--- src/rtl/reg1_pair_tx.sv ---
// reg1_pair_tx: word-to-pair serializer feeding the reg1 capture block.
// Words enter via valid/ready into a DEPTH-word FIFO and leave as a
// gapless stream of 2-bit symbols, least-significant pair first.
// Optional feature macro: PAIR_TX_PARITY_EN adds a trailing parity
// symbol {1'b1, ^word} after each word's data symbols.
module reg1_pair_tx #(
    parameter int WIDTH = 8,
    parameter int DEPTH = 4
) (
    input  logic             clk,
    input  logic             rst,
    input  logic             s_valid,
    output logic             s_ready,
    input  logic [WIDTH-1:0] s_data,
    output logic [1:0]       pair,
    output logic             pair_vld,
    output logic             sof,
    output logic             busy,
    output logic [15:0]      frames
);

    localparam int PW = $clog2(DEPTH);
    localparam int CW = PW + 1;
    localparam int NSYM = WIDTH / 2;
    // Keep the index at least one bit wide so WIDTH=2 still elaborates
    localparam int IW = (NSYM > 1) ? $clog2(NSYM) : 1;
    localparam logic [IW-1:0] LAST_IDX = IW'(NSYM - 1);
    localparam logic [CW-1:0] FULL_CNT = CW'(DEPTH);

`ifdef PAIR_TX_PARITY_EN
    typedef enum logic [1:0] {IDLE, SHIFT, PARITY} state_t;
`else
    typedef enum logic [1:0] {IDLE, SHIFT} state_t;
`endif

    logic [WIDTH-1:0] mem [DEPTH];
    logic [PW-1:0]    wr_ptr_reg;
    logic [PW-1:0]    rd_ptr_reg;
    logic [CW-1:0]    count_reg;
    logic [WIDTH-1:0] shreg_reg;
    logic [IW-1:0]    idx_reg;
    state_t           state_reg;
`ifdef PAIR_TX_PARITY_EN
    logic             par_reg;
`endif

    logic             push;
    logic             pop;
    logic [WIDTH-1:0] head;

    assign s_ready = (count_reg != FULL_CNT);
    assign push    = s_valid && s_ready;
    assign head    = mem[rd_ptr_reg];
    assign busy    = (state_reg != IDLE) || (count_reg != '0);

    // Pop decision: a new word is loaded whenever the serializer finishes
    // (or is idle) and the FIFO holds something, so words run back-to-back
    always_comb begin
        pop = 1'b0;
        if (count_reg != '0) begin
            case (state_reg)
                IDLE:   pop = 1'b1;
`ifdef PAIR_TX_PARITY_EN
                SHIFT:  pop = 1'b0;
                PARITY: pop = 1'b1;
`else
                SHIFT:  pop = (idx_reg == LAST_IDX);
`endif
                default: pop = 1'b0;
            endcase
        end
    end

    // FIFO storage write; storage itself needs no reset
    always_ff @(posedge clk) begin
        if (push) begin
            mem[wr_ptr_reg] <= s_data;
        end
    end

    // FIFO pointers and occupancy; simultaneous push and pop cancel out
    always_ff @(posedge clk or posedge rst) begin
        if (rst) begin
            wr_ptr_reg <= '0;
            rd_ptr_reg <= '0;
            count_reg  <= '0;
        end else begin
            if (push) begin
                wr_ptr_reg <= wr_ptr_reg + 1'b1;
            end
            if (pop) begin
                rd_ptr_reg <= rd_ptr_reg + 1'b1;
            end
            case ({push, pop})
                2'b10:   count_reg <= count_reg + 1'b1;
                2'b01:   count_reg <= count_reg - 1'b1;
                default: count_reg <= count_reg;
            endcase
        end
    end

    // Serializer FSM with registered symbol outputs and frame counter
    always_ff @(posedge clk or posedge rst) begin
        if (rst) begin
            state_reg <= IDLE;
            shreg_reg <= '0;
            idx_reg   <= '0;
            pair      <= 2'b00;
            pair_vld  <= 1'b0;
            sof       <= 1'b0;
            frames    <= 16'd0;
`ifdef PAIR_TX_PARITY_EN
            par_reg   <= 1'b0;
`endif
        end else begin
            pair     <= 2'b00;
            pair_vld <= 1'b0;
            sof      <= 1'b0;
            case (state_reg)
                IDLE: begin
                    if (pop) begin
                        shreg_reg <= head;
                        idx_reg   <= '0;
`ifdef PAIR_TX_PARITY_EN
                        par_reg   <= ^head;
`endif
                        state_reg <= SHIFT;
                    end
                end
                SHIFT: begin
                    pair      <= shreg_reg[1:0];
                    pair_vld  <= 1'b1;
                    sof       <= (idx_reg == '0);
                    shreg_reg <= shreg_reg >> 2;
                    idx_reg   <= idx_reg + 1'b1;
                    if (idx_reg == LAST_IDX) begin
`ifdef PAIR_TX_PARITY_EN
                        state_reg <= PARITY;
`else
                        frames <= frames + 16'd1;
                        if (pop) begin
                            shreg_reg <= head;
                            idx_reg   <= '0;
                        end else begin
                            state_reg <= IDLE;
                        end
`endif
                    end
                end
`ifdef PAIR_TX_PARITY_EN
                PARITY: begin
                    pair     <= {1'b1, par_reg};
                    pair_vld <= 1'b1;
                    frames   <= frames + 16'd1;
                    if (pop) begin
                        shreg_reg <= head;
                        idx_reg   <= '0;
                        par_reg   <= ^head;
                        state_reg <= SHIFT;
                    end else begin
                        state_reg <= IDLE;
                    end
                end
`endif
                default: state_reg <= IDLE;
            endcase
        end
    end

endmodule

--- config.mk ---
export PLATFORM = sky130hd
export DESIGN_NAME = reg1_pair_tx
export DESIGN_NICKNAME = d
export VERILOG_FILES = /design/src/rtl/reg1_pair_tx.sv
export SDC_FILE = /design/constraint.sdc
export NUM_CORES = 1
export LEC_CHECK = 0
export CAP_MARGIN = 10
export CELL_PAD_IN_SITES_DETAIL_PLACEMENT = 1
export CELL_PAD_IN_SITES_GLOBAL_PLACEMENT = 1
export CORE_AREA = 2 2 92 85
export CTS_CLUSTER_SIZE = 40
export DETAILED_ROUTE_END_ITERATION = 8
export DIE_AREA = 0 0 94 87
export GPL_TIMING_DRIVEN = 0
export PLACE_DENSITY_LB_ADDON = 0.2
export SYNTH_ARGS = -nofsm -noshare
export SYNTH_HDL_FRONTEND = slang
export SYNTH_SLANG_ARGS = --single-unit
--- constraint.sdc ---
create_clock -name clk -period 2.14 [get_ports clk]
set_input_delay 0.214 -clock clk [delete_from_list [all_inputs] [get_ports clk]]
set_output_delay 0.214 -clock clk [all_outputs]
set_load 0.1 [all_outputs]
==> results of run 1 <==
-- placed cells by master (no fill, tap or decap), types with 2 or more instances in the layout --
cell type        netlist  layout
and2_1                 5       4
buf_6                  3       3
mux2_2                 2       2
ha_1                   8       6
and3_1                 5       5
o32ai_1                6       6
inv_6                  0       4
and4_1                 3       3
mux4_1                 6       6
nor2_1                10      10
nand4_1                2       2
dlymetal6s2s_1         0       7
clkbuf_2               0       2
ha_4                   0       2
xnor2_1               14      14
inv_1                 11       6
mux4_2                 2       2
xor2_1                 7       7
dlygate4sd2_1          0       7
o21ai_1                2       2
a21oi_2                2       2
nand2_1               11      11
clkbuf_8               1      10
dfrtp_1               38      38
inv_2                  0       5
a21oi_1                7       6
clkdlybuf4s50_1        0      16
edfxtp_1              32      32
and2_4                 2       3
nand3_1                7       6
-- final timing paths --
kind                       slack, ns      endpoint  cells after the start
min in group clk                0.46      pair_vld                      0
hold reg to reg                 0.46      pair_vld                      0
hold / removal                  0.34     frames[3]                      2
setup reg to reg                0.15  count_reg[2]                      9
max in group asynchronous       1.29    frames[11]                      2
setup / recovery                0.05    frames[12]                      1
-- cells by family (layout without fill, tap and decap cells) --
logic type	after synthesis	after routing	synth area share [%]
compound gates	21	21	4.95
xor+xnor	21	21	6.17
fa+ha+maj	9	9	4.03
buf+inv	16	64	3.23
flops	70	70	64.1
mux	11	11	7.89
simple gates	51	51	9.61
-- report_power, final --
group          leakage [nW]  internal [W]  total (W)  switching (W)
logic                 0.737      0.000831    0.00224        0.00141
clock network         0.101      0.000552    0.00108       0.000527
registers             0.770       0.00180    0.00205       0.000250
total                  1.61       0.00318    0.00537        0.00219
-- cell type report --
cell class | count | area [um2] | share of cell area (%)
flip-flops and latches | 70 | 1910 | 51.9
clock buffers | 9 | 124 | 3.36
plain buffers | 5 | 55.1 | 1.50
clock inverters | 7 | 77.6 | 2.11
multi-input cells | 113 | 1030 | 28.1
inverters | 11 | 41.3 | 1.12
well taps | 96 | 120 | 3.26
repair buffers | 32 | 319 | 8.66
-- stage by stage --
step                      power, W  worst slack, ns  area [um2]
final                      0.00537           0.0482        3680
after global routing       0.00573          0.00132        3680
after CTS                  0.00541           -0.102        3650
after detailed placement   0.00433           -0.190        3450
after global placement     0.00428           -0.131        3450
after floorplan            0.00380         0.000866        3010
-- per-layer routing --
metal / GRT usage, % / vias to the layer above / share of wire, %
li1: - / 805 / -
met2: 20.4 / 23 / 46
met4: 6.32 / 0 / 2.0
met3: 4.68 / 9 / 3.6
met1: 20.5 / 842 / 49
met5: 0 / - / 0
-- timing repair --
action / 4_1_cts / 5_1_grt
setup endpoints to repair: 11 / 10
gates resized for setup: 11 / 14
gates cloned: 0 / 0
endpoints found under the hold margin: 0 / 0
==> results.py, run 1 <==
metrics = {
    "run_status": {
        "status": "finished, final reports clean",
    },
    "critical_path": {
        "crit_start": "frames[12]",
        "critical_path.top_delay_family": "buffers and inverters",
        "cp_cell_sequence": "clkdlybuf4s50_1",
        "crit_path_top_delay_cell": "clkdlybuf4s50_1",
        "path_buf_inv": 1,
        "required_ns": 1.93,
        "worstReg2RegStart": "idx_reg[0]",
        "worst_setup_path_start_kind": "register",
        "arrival_ns": 1.88,
        "crit_fanout": 3,
        "path_class": "register to output pin",
        "worstSetupEndpointType": "output pin",
        "crit_path_max_incr_delay_ns": 1.15,
    },
    "synthesis": {
        "ys_async_sr_fraction_pct": 54.3,
        "synth_top_area_share_pct": 32.2,
        "yosysUniqueCellTypes": 36,
        "seq_area_frac_synth_pct": 64.1,
        "avgSynthCellArea_um2": 15.0,
        "netlist_instances": 199,
        "synth_commonest_cells": "dfrtp_1, edfxtp_1, xnor2_1",
        "synth_flop_cell": "dfrtp_1",
        "synth_area_leaders": "edfxtp_1, dfrtp_1, mux4_1",
        "synth_warnings": 0,
        "synth_most_common_cell": "dfrtp_1",
        "ys_ff_latch": 70,
        "syn-num-nets": 219,
        "syn-cell-area_um2": 2980,
        "yosysTopAreaCell": "edfxtp_1",
        "synth_edf_count": 32,
    },
    "pwr": {
        "peakVddDrop_uv": 743,
        "power_density_nw_per_um2": 1460,
        "leakagePower_nw": 1.61,
    },
    "run": {
        "maxCapViolations": 0,
    },
    "timing": {
        "relSlewSlack_pct": 34.3,
        "hold_ws_ns": 0.335,
        "post-route-min-period_ns": 2.09,
        "rsz0062_at_grt": "false",
        "worst_pin_slew_ns": 0.984,
        "setup_viol": 0,
        "finalCritPeriodShare_pct": 97.7,
        "final_max_slew_viol_count": 0,
        "tns_ns": 0,
        "finalHoldViolations": 0,
        "fmax_ghz": 0.478,
        "skew_ns": 0.0104,
    },
    "die": {
        "die_width_um": 94,
        "initial_core_util_pct": 40.7,
        "dieArea_um2": 8180,
        "pin_count": 33,
        "core_area_um2": 7320,
        "die_y_um": 87,
        "rows": 30,
    },
    "final_layout": {
        "instances_no_fill": 343,
        "fillers": 741,
        "areaGrowthSynthToFinish_pct": 23.5,
        "final_nets": 262,
        "drive_gt1_share_pct": 19.4,
        "insertedDiodeCount": 0,
        "largest_reg_flops": 32,
        "fin_util_pct": 50.3,
    },
    "cts": {
        "htree_levels": 3,
        "cts-root-buf": "clkbuf_8",
        "cts_hold_buf": 0,
        "cts_setup_buffers": 0,
        "clock_latency_ns": 0.35,
        "cts_sinks": 70,
        "cts_made_buffers": 9,
        "clk_pin_slew_ns": 0.08,
        "cts_tree": "done",
        "cts_buffer_depth": 2,
    },
    "routing": {
        "drcViolationCount": 0,
        "drt_iter0_drc": 49,
        "dr_total_vias": 1679,
        "wl_per_cell_um": 14.9,
        "vias_per_cell": 4.90,
        "drt_wl_total_um": 5090,
        "drt_first_pass_iters": 4,
        "ant_nets": 0,
    },
    "global_route": {
        "grt_pass1_vias": 1744,
        "grt-ovfl-total": 0,
        "grt_pass1_wl_um": 8890,
        "antenna_found_initial": 0,
        "track_usage_pct": 14.5,
        "grt_max_degree": 39,
    },
    "placed_design": {
        "gp_congestion": 0.690,
        "place_inst": 327,
        "hpwlAfterDp_um": 3530,
        "portBuffers": 32,
    },
    "worst_hold_path": {
        "hold_path.class": "primary input to asynchronous set/reset pin",
    },
}
Note: power is estimated with default switching activity, not from simulation.
==> run 2, diff against run 1 <==
--- a/config.mk
+++ b/config.mk
@@ -12,7 +12,6 @@
 export CTS_CLUSTER_SIZE = 40
 export DETAILED_ROUTE_END_ITERATION = 8
 export DIE_AREA = 0 0 94 87
-export GPL_TIMING_DRIVEN = 0
 export PLACE_DENSITY_LB_ADDON = 0.2
 export SYNTH_ARGS = -nofsm -noshare
 export SYNTH_HDL_FRONTEND = slang
==> run 2 against run 1 <==
Die area unchanged. Flip-flop and latch count unchanged. Highest routed layer unchanged. First-iteration DRC count decreased by 10%. Register-to-register slack improved by 0.04 ns. Global-route usage increased by 0.11 points. Sequential power increased by 2%.
==> results.py, run 2 (synthesis results as in run 1) <==
metrics = {
    "routing": {
        "ant_nets": 0,
        "dr_total_vias": 1680,
        "drt_wl_total_um": 5310,
        "vias_per_cell": 4.91,
        "drcViolationCount": 0,
        "dr_wl_met3_um": 220,
        "drt_iter0_drc": 44,
        "wl_met2_um": 2430,
        "drt_first_pass_iters": 4,
        "highest_layer": "met4",
        "wl_per_cell_um": 15.5,
        "met1_length_um": 2580,
    },
    "timing": {
        "final_max_slew_viol_count": 0,
        "finalCritPeriodShare_pct": 91.2,
        "post-route-min-period_ns": 1.95,
        "hold_ws_ns": 0.286,
        "relSlewSlack_pct": 66.5,
        "finalHoldViolations": 0,
        "worst_pin_slew_ns": 0.501,
        "rsz0062_at_grt": "false",
        "tns_ns": 0,
        "fmax_ghz": 0.512,
        "skew_ns": 0.00488,
        "setup_viol": 0,
    },
    "cts": {
        "cts_sinks": 70,
        "htree_levels": 3,
        "cts-root-buf": "clkbuf_8",
        "cts_made_buffers": 9,
        "cts_tree": "done",
        "clock_latency_ns": 0.34,
        "cts_buffer_depth": 2,
        "clk_pin_slew_ns": 0.07,
    },
    "final_layout": {
        "multi_input_area_um2": 1010,
        "final_common_cell": "dfrtp_1",
        "design_area_um2": 3610,
        "seqCellArea_um2": 1910,
        "fin_util_pct": 49.3,
        "areaGrowthSynthToFinish_pct": 21.0,
        "drive_gt1_share_pct": 26.4,
        "largest_reg_flops": 32,
        "fillers": 733,
        "instances_no_fill": 342,
        "final_cell_mix": "dfrtp_1, edfxtp_1, buf_4, xnor2_1, nand2_1",
        "final_nets": 262,
        "insertedDiodeCount": 0,
    },
    "placed_design": {
        "portBuffers": 32,
        "hpwlAfterDp_um": 3610,
        "place_inst": 327,
        "gp_congestion": 0.712,
        "dpl_cell_area_um2": 3390,
    },
    "critical_path": {
        "crit_path_max_incr_delay_ns": 0.45,
        "cp_cell_sequence": "inv_2 > nand3_4 > and2_4 > inv_2 > ha_4 > inv_2 > fa_2 > xor2_1 > nor2_1 > xor2_1",
        "worstSetupEndpointType": "register",
        "reg2reg_depth": 10,
        "arrival_ns": 2.22,
        "cp_common_cell": "inv_2",
        "crit_path_top_delay_cell": "dfrtp_1",
        "required_ns": 2.41,
        "crit_fanout": 6,
        "worst_setup_path_start_kind": "register",
        "path_class": "register to register",
    },
    "die": {
        "die_y_um": 87,
        "dieArea_um2": 8180,
        "initial_core_util_pct": 40.7,
        "die_width_um": 94,
        "rows": 30,
        "core_area_um2": 7320,
        "pin_count": 33,
    },
    "pwr": {
        "power_density_nw_per_um2": 1490,
        "peakVddDrop_uv": 681,
        "leakagePower_nw": 1.49,
    },
    "run": {
        "maxCapViolations": 0,
    },
    "global_route": {
        "grt_max_degree": 39,
        "grt_pass1_vias": 1747,
        "grt-ovfl-total": 0,
        "track_usage_pct": 14.6,
        "antenna_found_initial": 0,
        "grt_pass1_wl_um": 8840,
    },
    "worst_hold_path": {
        "hold_path.class": "primary input to asynchronous set/reset pin",
    },
    "run_status": {
        "status": "finished, final reports clean",
    },
}
[run 2: path summary, 6_finish.rpt]
path / startpoint / endpoint / slack (ns)
min: rst / frames[3] / 0.29
max in group asynchronous: rst / wr_ptr_reg[0] / 1.51
max reg2reg: count_reg[1] / count_reg[2] / 0.19
min reg2reg: frames[15] / frames[15] / 0.48
max: count_reg[1] / count_reg[2] / 0.19
min in group clk: frames[15] / frames[15] / 0.48
[run 2: report_power, final]
| part | leakage [nW] | switching, W | total, W | internal [W] |
|---|---|---|---|---|
| sequential | 0.770 | 0.000302 | 0.00210 | 0.00180 |
| combinational | 0.625 | 0.00136 | 0.00214 | 0.000786 |
| clock | 0.0973 | 0.000491 | 0.00114 | 0.000646 |
| total | 1.49 | 0.00215 | 0.00538 | 0.00323 |
[run 2: layout make-up]
type | instances | share of cell area (%)
clock buffers | 9 | 3.43
multi-input cells | 113 | 27.9
well taps | 96 | 3.33
flip-flops and latches | 70 | 53.0
clock inverters | 6 | 2.43
repair buffers | 37 | 8.74
inverters | 11 | 1.14
[run 2: per-layer routing]
| metal | global-route usage [%] | up-vias |
|---|---|---|
| met5 | 0 | - |
| met4 | 5.93 | 0 |
| met3 | 5.80 | 8 |
| met2 | 21.0 | 25 |
| met1 | 19.8 | 846 |
| li1 | - | 801 |
[run 2: critical path, delay by kind of cell (launching register included)]
| family | cells | cell delay (ns) |
|---|---|---|
| buf+inv | 3 | 0.22 |
| flops | 1 | 0.45 |
| fa+ha+maj | 2 | 0.47 |
| simple gates | 3 | 0.41 |
| xor+xnor | 2 | 0.32 |
[run 2: stage by stage]
step | setup slack (ns) | total power, W
floorplan | 0.000866 | 0.00380
global placement | 0.181 | 0.00424
detailed placement | 0.158 | 0.00429
CTS | 0.101 | 0.00544
global route | 0.0406 | 0.00573
finish | 0.188 | 0.00538
[run 2: repair_timing]
item                       4_1_cts  5_1_grt
setup endpoints to repair        0        1
resized for setup                0        1
setup buffers                    0        0
hold buffers                     0        0
